<file path="src/rtl/hazard_scoreboard.sv">
// Register-busy scoreboard for an in-order pipeline: detects RAW/WAW and capacity
// hazards at decode. Optional stall counter enabled by HAZARD_SCOREBOARD_STALL_CNT_EN.
module hazard_scoreboard #(
    parameter int unsigned NREG    = 32,
    parameter int unsigned NSRC    = 2,
    parameter int unsigned MAX_OUT = 4,
    localparam int unsigned RW     = $clog2(NREG),
    localparam int unsigned CW     = $clog2(MAX_OUT + 1)
) (
    input  logic               clk,
    input  logic               rst,
    input  logic               issue_valid,
    input  logic               issue_long,
    input  logic               issue_we,
    input  logic [RW-1:0]      issue_rd,
    input  logic [NSRC*RW-1:0] rs_dec,
    input  logic [NSRC-1:0]    rs_used,
    input  logic               wb_valid,
    input  logic [RW-1:0]      wb_rd,
    input  logic               kill_valid,
    input  logic [RW-1:0]      kill_rd,
    input  logic               flush_dec,
    output logic               stall_dec,
    output logic [NREG-1:0]    busy,
    output logic [CW-1:0]      outstanding,
    output logic               full,
    output logic [31:0]        stall_cycles
);

    logic [NREG-1:0] busy_q, busy_d;
    logic [NREG-1:0] set_mask, clr_mask;
    logic [CW-1:0]   outstanding_q, outstanding_d;
    logic            full_q, full_d;
    logic [NSRC-1:0] src_hz;
    logic [RW-1:0]   src_rd;
    logic            long_wr, waw_hz, cap_hz, accept, set_en;
    logic            add_one, wb_rm, kill_rm;

    // RAW check per source; a writeback landing this cycle releases the source
    always_comb begin
        src_hz = '0;
        src_rd = '0;
        for (int unsigned i = 0; i < NSRC; i++) begin
            src_rd    = rs_dec[i*RW +: RW];
            src_hz[i] = rs_used[i] && (src_rd != '0) && busy_q[src_rd]
                        && !(wb_valid && (wb_rd == src_rd));
        end
    end

    assign long_wr   = issue_we && issue_long && (issue_rd != '0);
    assign waw_hz    = long_wr && busy_q[issue_rd] && !(wb_valid && (wb_rd == issue_rd));
    assign cap_hz    = long_wr && full_q;
    assign stall_dec = issue_valid && !flush_dec && ((|src_hz) || waw_hz || cap_hz);
    assign accept    = issue_valid && !stall_dec && !flush_dec;
    assign set_en    = accept && long_wr;

    // Busy vector update: clears first, then set wins on the same register
    always_comb begin
        set_mask = '0;
        clr_mask = '0;
        if (set_en) begin
            set_mask[issue_rd] = 1'b1;
        end
        if (wb_valid) begin
            clr_mask[wb_rd] = 1'b1;
        end
        if (kill_valid) begin
            clr_mask[kill_rd] = 1'b1;
        end
        busy_d    = (busy_q & ~clr_mask) | set_mask;
        busy_d[0] = 1'b0;
    end

    // Count tracks popcount(busy): each distinct bit that actually flips counts once
    always_comb begin
        add_one       = set_en && !busy_q[issue_rd];
        wb_rm         = wb_valid && busy_q[wb_rd] && !(set_en && (issue_rd == wb_rd));
        kill_rm       = kill_valid && busy_q[kill_rd]
                        && !(set_en && (issue_rd == kill_rd))
                        && !(wb_valid && (wb_rd == kill_rd));
        outstanding_d = outstanding_q + CW'(add_one) - CW'(wb_rm) - CW'(kill_rm);
        full_d        = (outstanding_d == CW'(MAX_OUT));
    end

    always_ff @(posedge clk) begin
        if (rst) begin
            busy_q        <= '0;
            outstanding_q <= '0;
            full_q        <= 1'b0;
        end else begin
            busy_q        <= busy_d;
            outstanding_q <= outstanding_d;
            full_q        <= full_d;
        end
    end

    assign busy        = busy_q;
    assign outstanding = outstanding_q;
    assign full        = full_q;

`ifdef HAZARD_SCOREBOARD_STALL_CNT_EN
    logic [31:0] stall_cnt_q, stall_cnt_d;

    // Saturating count of decode stall cycles
    always_comb begin
        stall_cnt_d = stall_cnt_q;
        if (stall_dec && (stall_cnt_q != 32'hFFFF_FFFF)) begin
            stall_cnt_d = stall_cnt_q + 32'd1;
        end
    end

    always_ff @(posedge clk) begin
        if (rst) begin
            stall_cnt_q <= '0;
        end else begin
            stall_cnt_q <= stall_cnt_d;
        end
    end

    assign stall_cycles = stall_cnt_q;
`else
    assign stall_cycles = 32'd0;
`endif

endmodule

</file>
<file path="config.mk">
export PLATFORM = sky130hd
export DESIGN_NAME = hazard_scoreboard
export DESIGN_NICKNAME = d
export VERILOG_FILES = /design/src/rtl/hazard_scoreboard.sv
export SDC_FILE = /design/constraint.sdc
export NUM_CORES = 1
export LEC_CHECK = 0
export CORE_MARGIN = 5
export CORE_UTILIZATION = 40
export DETAILED_ROUTE_END_ITERATION = 10
export HOLD_SLACK_MARGIN = 0.1
export PLACE_DENSITY = 0.68
export SYNTH_ARGS = -nofsm -noshare
export SYNTH_HDL_FRONTEND = slang
export SYNTH_SLANG_ARGS = --single-unit
</file>
<file path="constraint.sdc">
create_clock -name clk -period 4.2 [get_ports clk]
set_input_delay 0.63 -clock clk [delete_from_list [all_inputs] [get_ports clk]]
set_output_delay 0.63 -clock clk [all_outputs]
set_load 0.01 [all_outputs]
</file>
* Word level (Yosys, flattened, before mapping)
Index checks and enable logic that the tools add are counted.
** Operators by class
- Add/sub/neg operators :: 3
- $lt $le $gt $ge :: 8
- Eq/ne operators :: 7
- Muxes and demuxes :: 19
- Bitwise operators :: 4
- Reduce and logical (&&, ||, !) cells :: 46
** Operators by type and width (number)
- $mux W32 :: 3
- $or A32 B32 Y32 :: 2
- $and A32 B32 Y32 :: 1
- $not A32 Y32 :: 1
- $logic_and A1 B1 Y1 :: 31
- $eq A5 B5 Y1 :: 6
- $lt A5 B6 Y1 const B :: 5
- $bmux W1 S5 :: 5
- $demux W1 S5 :: 3
- $ge A5 B1 Y1 const B :: 3
- $reduce_bool A5 Y1 :: 3
- $logic_not A1 Y1 :: 9
- $mux W1 :: 8
- $sub A3 B1 Y3 :: 2
- $add A3 B1 Y3 :: 1
- $eq A3 B3 Y1 const B :: 1
- $logic_or A1 B1 Y1 :: 2
- $reduce_or A2 Y1 :: 1
** Word-level totals
- Flip-flop bits (word level) :: 36
- Bits of input ports :: 35
- Output and inout bits :: 69
- Logic and storage cells :: 91

* Logic depth before layout (Yosys ltp)
- Word-level depth :: 18
- Gate-level depth with buffers :: 15
- Mapped depth without buffers :: 13

* Worst setup path after synthesis
Ideal clock, no wire load.
- Path type :: in2reg
- Start :: in wb_rd[0]
- End :: reg full_q (netlist: full)
- Setup time :: 0.092 ns
- Arrival :: 3.701 ns
- Required time :: 4.108 ns
- Path slack :: 0.407 ns
- Stages on the path :: 14
- Path buffers :: 2
- Path through :: clkbuf_1 > buf_1 > mux4_2 > a22oi_1 > nand3_1 > o21ai_0 > a31oi_1 > fa_1 > inv_1 > ha_1 > ha_1 > xor2_1 > xnor2_1 > nor4_1
** On the way
- Word-level cells in the longest chain between the ends :: 18
- Elaborated cells on any way between the ends :: 39
** RTL lines
- start, declared :: line 19 : input logic [RW-1:0] wb_rd,
- parallel branches: the longest is 16 deep, another holds $eq A5 B5 Y1
- $sub A3 B1 Y3 (*) :: line 81 : outstanding_d = outstanding_q + CW'(add_one) - CW'(wb_rm) - CW'(kill_rm);
- $eq A3 B3 Y1 (*) :: line 82 : full_d = (outstanding_d == CW'(MAX_OUT));
- end signal, assigned :: line 93 : full_q <= full_d;
- end, declared :: line 33 : logic full_q, full_d;
Every way passes the cells marked *. The select of a mux whose other input is x is not followed.
A chain may end at the register's enable or synchronous reset.

* Worst setup path after layout
- Start :: in issue_rd[4]
- End :: out stall_dec
** On the way
- Word-level cells in the longest chain between the ends :: 7
- Elaborated cells on any way between the ends :: 13
** RTL lines
- start, declared :: line 15 : input logic [RW-1:0] issue_rd,
- $bmux W1 S5, or another cell as far along :: line 51 : assign waw_hz = long_wr && busy_q[issue_rd] && !(wb_valid && (wb_rd == issue_rd));
- $mux W1 (implied by the code), or another cell as far along :: line 51
- $logic_and A1 B1 Y1 / $logic_not A1 Y1 (equally long branches) :: line 51
- $logic_and A1 B1 Y1 :: line 51
- $logic_or A1 B1 Y1 :: line 53 : assign stall_dec = issue_valid && !flush_dec && ((|src_hz) || waw_hz || cap_hz);
- $logic_or A1 B1 Y1 (*) :: line 53
- $logic_and A1 B1 Y1 (*) :: line 53
- end, declared :: line 23 : output logic stall_dec,
Every way passes the cells marked *; elsewhere a longest branch is shown, timed or not. The select of a mux whose other input is x is not followed.

==> flow_summary_export.csv <==
group,metric,value,unit
power,clkPwrFrac,0.351,
synth,yosys_warnings,0,
synth,synth_top_area_cell,"dfxtp_1",
floorplanning,dieWidth,109,microns
synth,synth-simple-area-share,0.203,
clock_tree,cts_buffers,5,
floorplanning,dieHeight,109,microns
setup_path,arrival,3.41,ns
synth,synth_seq_cells,35,
cells_and_area,drive_gt1_frac,0.155,
setup_path,crit_type,"in -> out",
synth,avgSynthCellArea,9.01,sq um
clock_tree,clockBufferDepth,2,
global_route,antenna_found_initial,0,
floorplanning,core_area,9680,sq um
run_status,outcome,"completed",
sta,worstMarginPinSlew,1.12,ns
setup_path,cp-end-kind,"output pin",
synth,netlist_top_cells_count,"41 x a22oi_1, 37 x nand3b_1, 35 x dfxtp_1, 34 x buf_4, 32 x mux2i_1",
detailed_routing,wl_per_cell,24.2,microns
sta,slew-limit-headroom,0.251,
clock_tree,h-tree-depth,2,
sta,finalSetupViolCount,0,
power,p_int,0.000617,W
global_route,grt_overflow_total,0,
clock_tree,insertion_delay,0.29,ns
clock_tree,cts_tree,"yes",
setup_path,critPathMaxFanout,10,
sta,fmax,247,MHz
sta,fin_skew,0.00790,ns
synth,synth_cell_type_count,52,
sta,hold_violations,0,
synth,synth_top_family_by_area,"compound AO/OA/AOI/OAI gates",
hold_path,hold_path.class,"reg -> reg",
clock_tree,root_buffer,"clkbuf_8",
cells_and_area,postLayoutCoreUtil,0.499,
detailed_routing,dr.first_iter.drc_count,605,
cells_and_area,fillers,928,
detailed_routing,avgViaCountPerCell,6.54,
job,max_cap_viol_count,0,
clock_tree,postCtsHoldBufs,0,
detailed_routing,ant_nets,0,
clock_tree,clk_pin_slew,0.08,ns
synth,synthAdderAreaFrac,0.0146,
sta,post-route-min-period,4.04,ns
clock_tree,clock-sinks,35,
global_route,grt_pass1_wl,23.0,mm
power,p_comb_frac,0.278,
synth,synth.most_common_cell,"a22oi_1",
sta,rsz0062_at_grt,"no",
power,power_density,187,nW/um^2
power,p_sw_frac,0.319,
global_route,track_usage,0.253,
sta,drv_slew,0,
synth,ys_seq_area_frac,0.178,
power,pwr-share-seq,0.371,
power,peakVddDrop,0.123,mV
synth,synthXorXnorAreaFrac,0.0488,
floorplanning,num_rows,36,
placement,port_buffers,70,
synth,synth.top_cell.area_share,0.178,
global_route,grt_max_degree,40,
sta,period_share,0.962,
setup_path,crit_required,3.57,ns
placement,place.gp.congestion,1.04,
synth,mappedNetlistArea,3950,sq um
floorplanning,pin_count,104,
floorplanning,fp.dieArea,12000,sq um
synth,ys.flop_type,"dfxtp_1",
synth,synth_edf_count,0,
detailed_routing,firstDrtPassIters,6,
placement,dp_hpwl,10.9,mm
detailed_routing,drcViolationCount,0,
synth,syn_inst,438,
synth,async_flop_share,0,
cells_and_area,antenna_cells,0,
global_route,grt_pass1_vias,3982,
synth,synthMuxAreaShare,0.211,
setup_path,cp-start-kind,"primary input",
floorplanning,start_util,0.407,
cells_and_area,final_nets,540,
detailed_routing,wl,15.4,mm
cells_and_area,syn2layout_area_growth,22.6,%
power,p_leak,1.74,nW
synth,synthTopCellsByArea,"dfxtp_1 18%, mux4_2 11%, mux2i_1 8.1%",
detailed_routing,num_vias,4152,
synth,synth_compound_area_frac,0.222,
power,switchingPower,0.000288,W
sta,hold_ws,0.636,ns
per-layer routing:
| metal | part of all wire | up-vias | global-route usage |
|---|---|---|---|
| met3 | 0.14 | 69 | 0.0769 |
| li1 | - | 1767 | - |
| met5 | 0 | - | 0 |
| met4 | 0.050 | 0 | 0.116 |
| met2 | 0.44 | 347 | 0.375 |
| met1 | 0.38 | 1969 | 0.338 |
metrics by stage:
| stage | std cells | area (sq um) | worst slack, ns | TNS [ns] | power [W] |
|---|---|---|---|---|---|
| 6_report | 635 | 4840 | 0.158 | 0 | 0.000905 |
| 5_1_grt | 635 | 4840 | 0.0239 | 0 | 0.000943 |
| 3_3_place_gp | 627 | 4720 | 0.0527 | 0 | 0.000587 |
| 4_1_cts | 635 | 4830 | 0.185 | 0 | 0.000904 |
| 3_5_place_dp | 627 | 4720 | -0.0277 | -0.0520 | 0.000590 |
| 2_1_floorplan | 470 | 4070 | 0.407 | 0 | 0.000522 |
power groups by stage:
stage,Sequential (W),Combinational [W],Clock (W)
CTS,0.000336,0.000247,0.000321
detailed placement,0.000344,0.000246,0
global route,0.000336,0.000267,0.000339
floorplan,0.000344,0.000178,0
finish,0.000336,0.000252,0.000317
global placement,0.000344,0.000244,0
critical path: stages:
cell and delay [ns]:
clkdlybuf4s50_1 0.69, or3b_2 0.60, nor3b_1 0.25, nor4_1 0.08, o2111a_1 0.31, o21bai_1 0.16, o2bb2ai_1 0.13, clkdlybuf4s50_1 0.56
area by class of cell:
| class | instances | area [sq um] | area share |
|---|---|---|---|
| Timing Repair Buffer | 101 | 948 | 0.196 |
| Clock inverter | 3 | 43.8 | 0.00905 |
| Inverter | 6 | 22.5 | 0.00466 |
| Tap cell | 133 | 166 | 0.0344 |
| Sequential cell | 35 | 701 | 0.145 |
| Multi-Input combinational cell | 352 | 2890 | 0.597 |
| Clock buffer | 5 | 68.8 | 0.0142 |
cells in the final DEF (no fill, tap or decap), types with 4 or more instances in the layout:
master	n
o41ai_1	23
inv_1	6
a22oi_1	41
o41ai_2	8
and3b_1	4
nand3_1	6
mux4_2	19
nor2_1	14
nor3b_1	9
a21oi_1	6
o22ai_1	4
mux2_2	5
nand2b_1	4
mux2i_1	32
o21ai_0	6
or3b_2	5
buf_4	30
nand3b_1	37
clkbuf_8	5
conb_1	33
xnor2_1	19
nor2b_1	5
dfxtp_1	35
nand2_1	19
clkdlybuf4s50_1	69
and3_1	5
nor3_1	9
timing repair:
action / CTS / global route
gates resized for setup: 0 / 1
setup endpoints to repair: 0 / 1
buffers inserted: 0 / 0
logic make-up after synthesis:
kind of cell | count (synthesis)
mux | 57
other cells | 1
flops | 35
xor+xnor | 22
buf+inv | 83
fa+ha+maj | 4
simple gates | 130
compound gates | 106
flip-flops by register name, summed over array words and instances, names as in the netlist:
| name | flops |
|---|---|
| full | 1 |
| busy | 31 |
| outstanding | 3 |
path summary, 6_finish.rpt:
path | startpoint | end | slack (ns) | cells past startpoint
setup / recovery | issue_rd[4] | stall_dec | 0.16 | 8
hold / removal | busy[12] | busy[12] | 0.64 | 2
setup reg to reg | busy[27] | outstanding[2] | 0.74 | 13
hold reg to reg | busy[12] | busy[12] | 0.64 | 2
(Power assumes the default switching activity.)
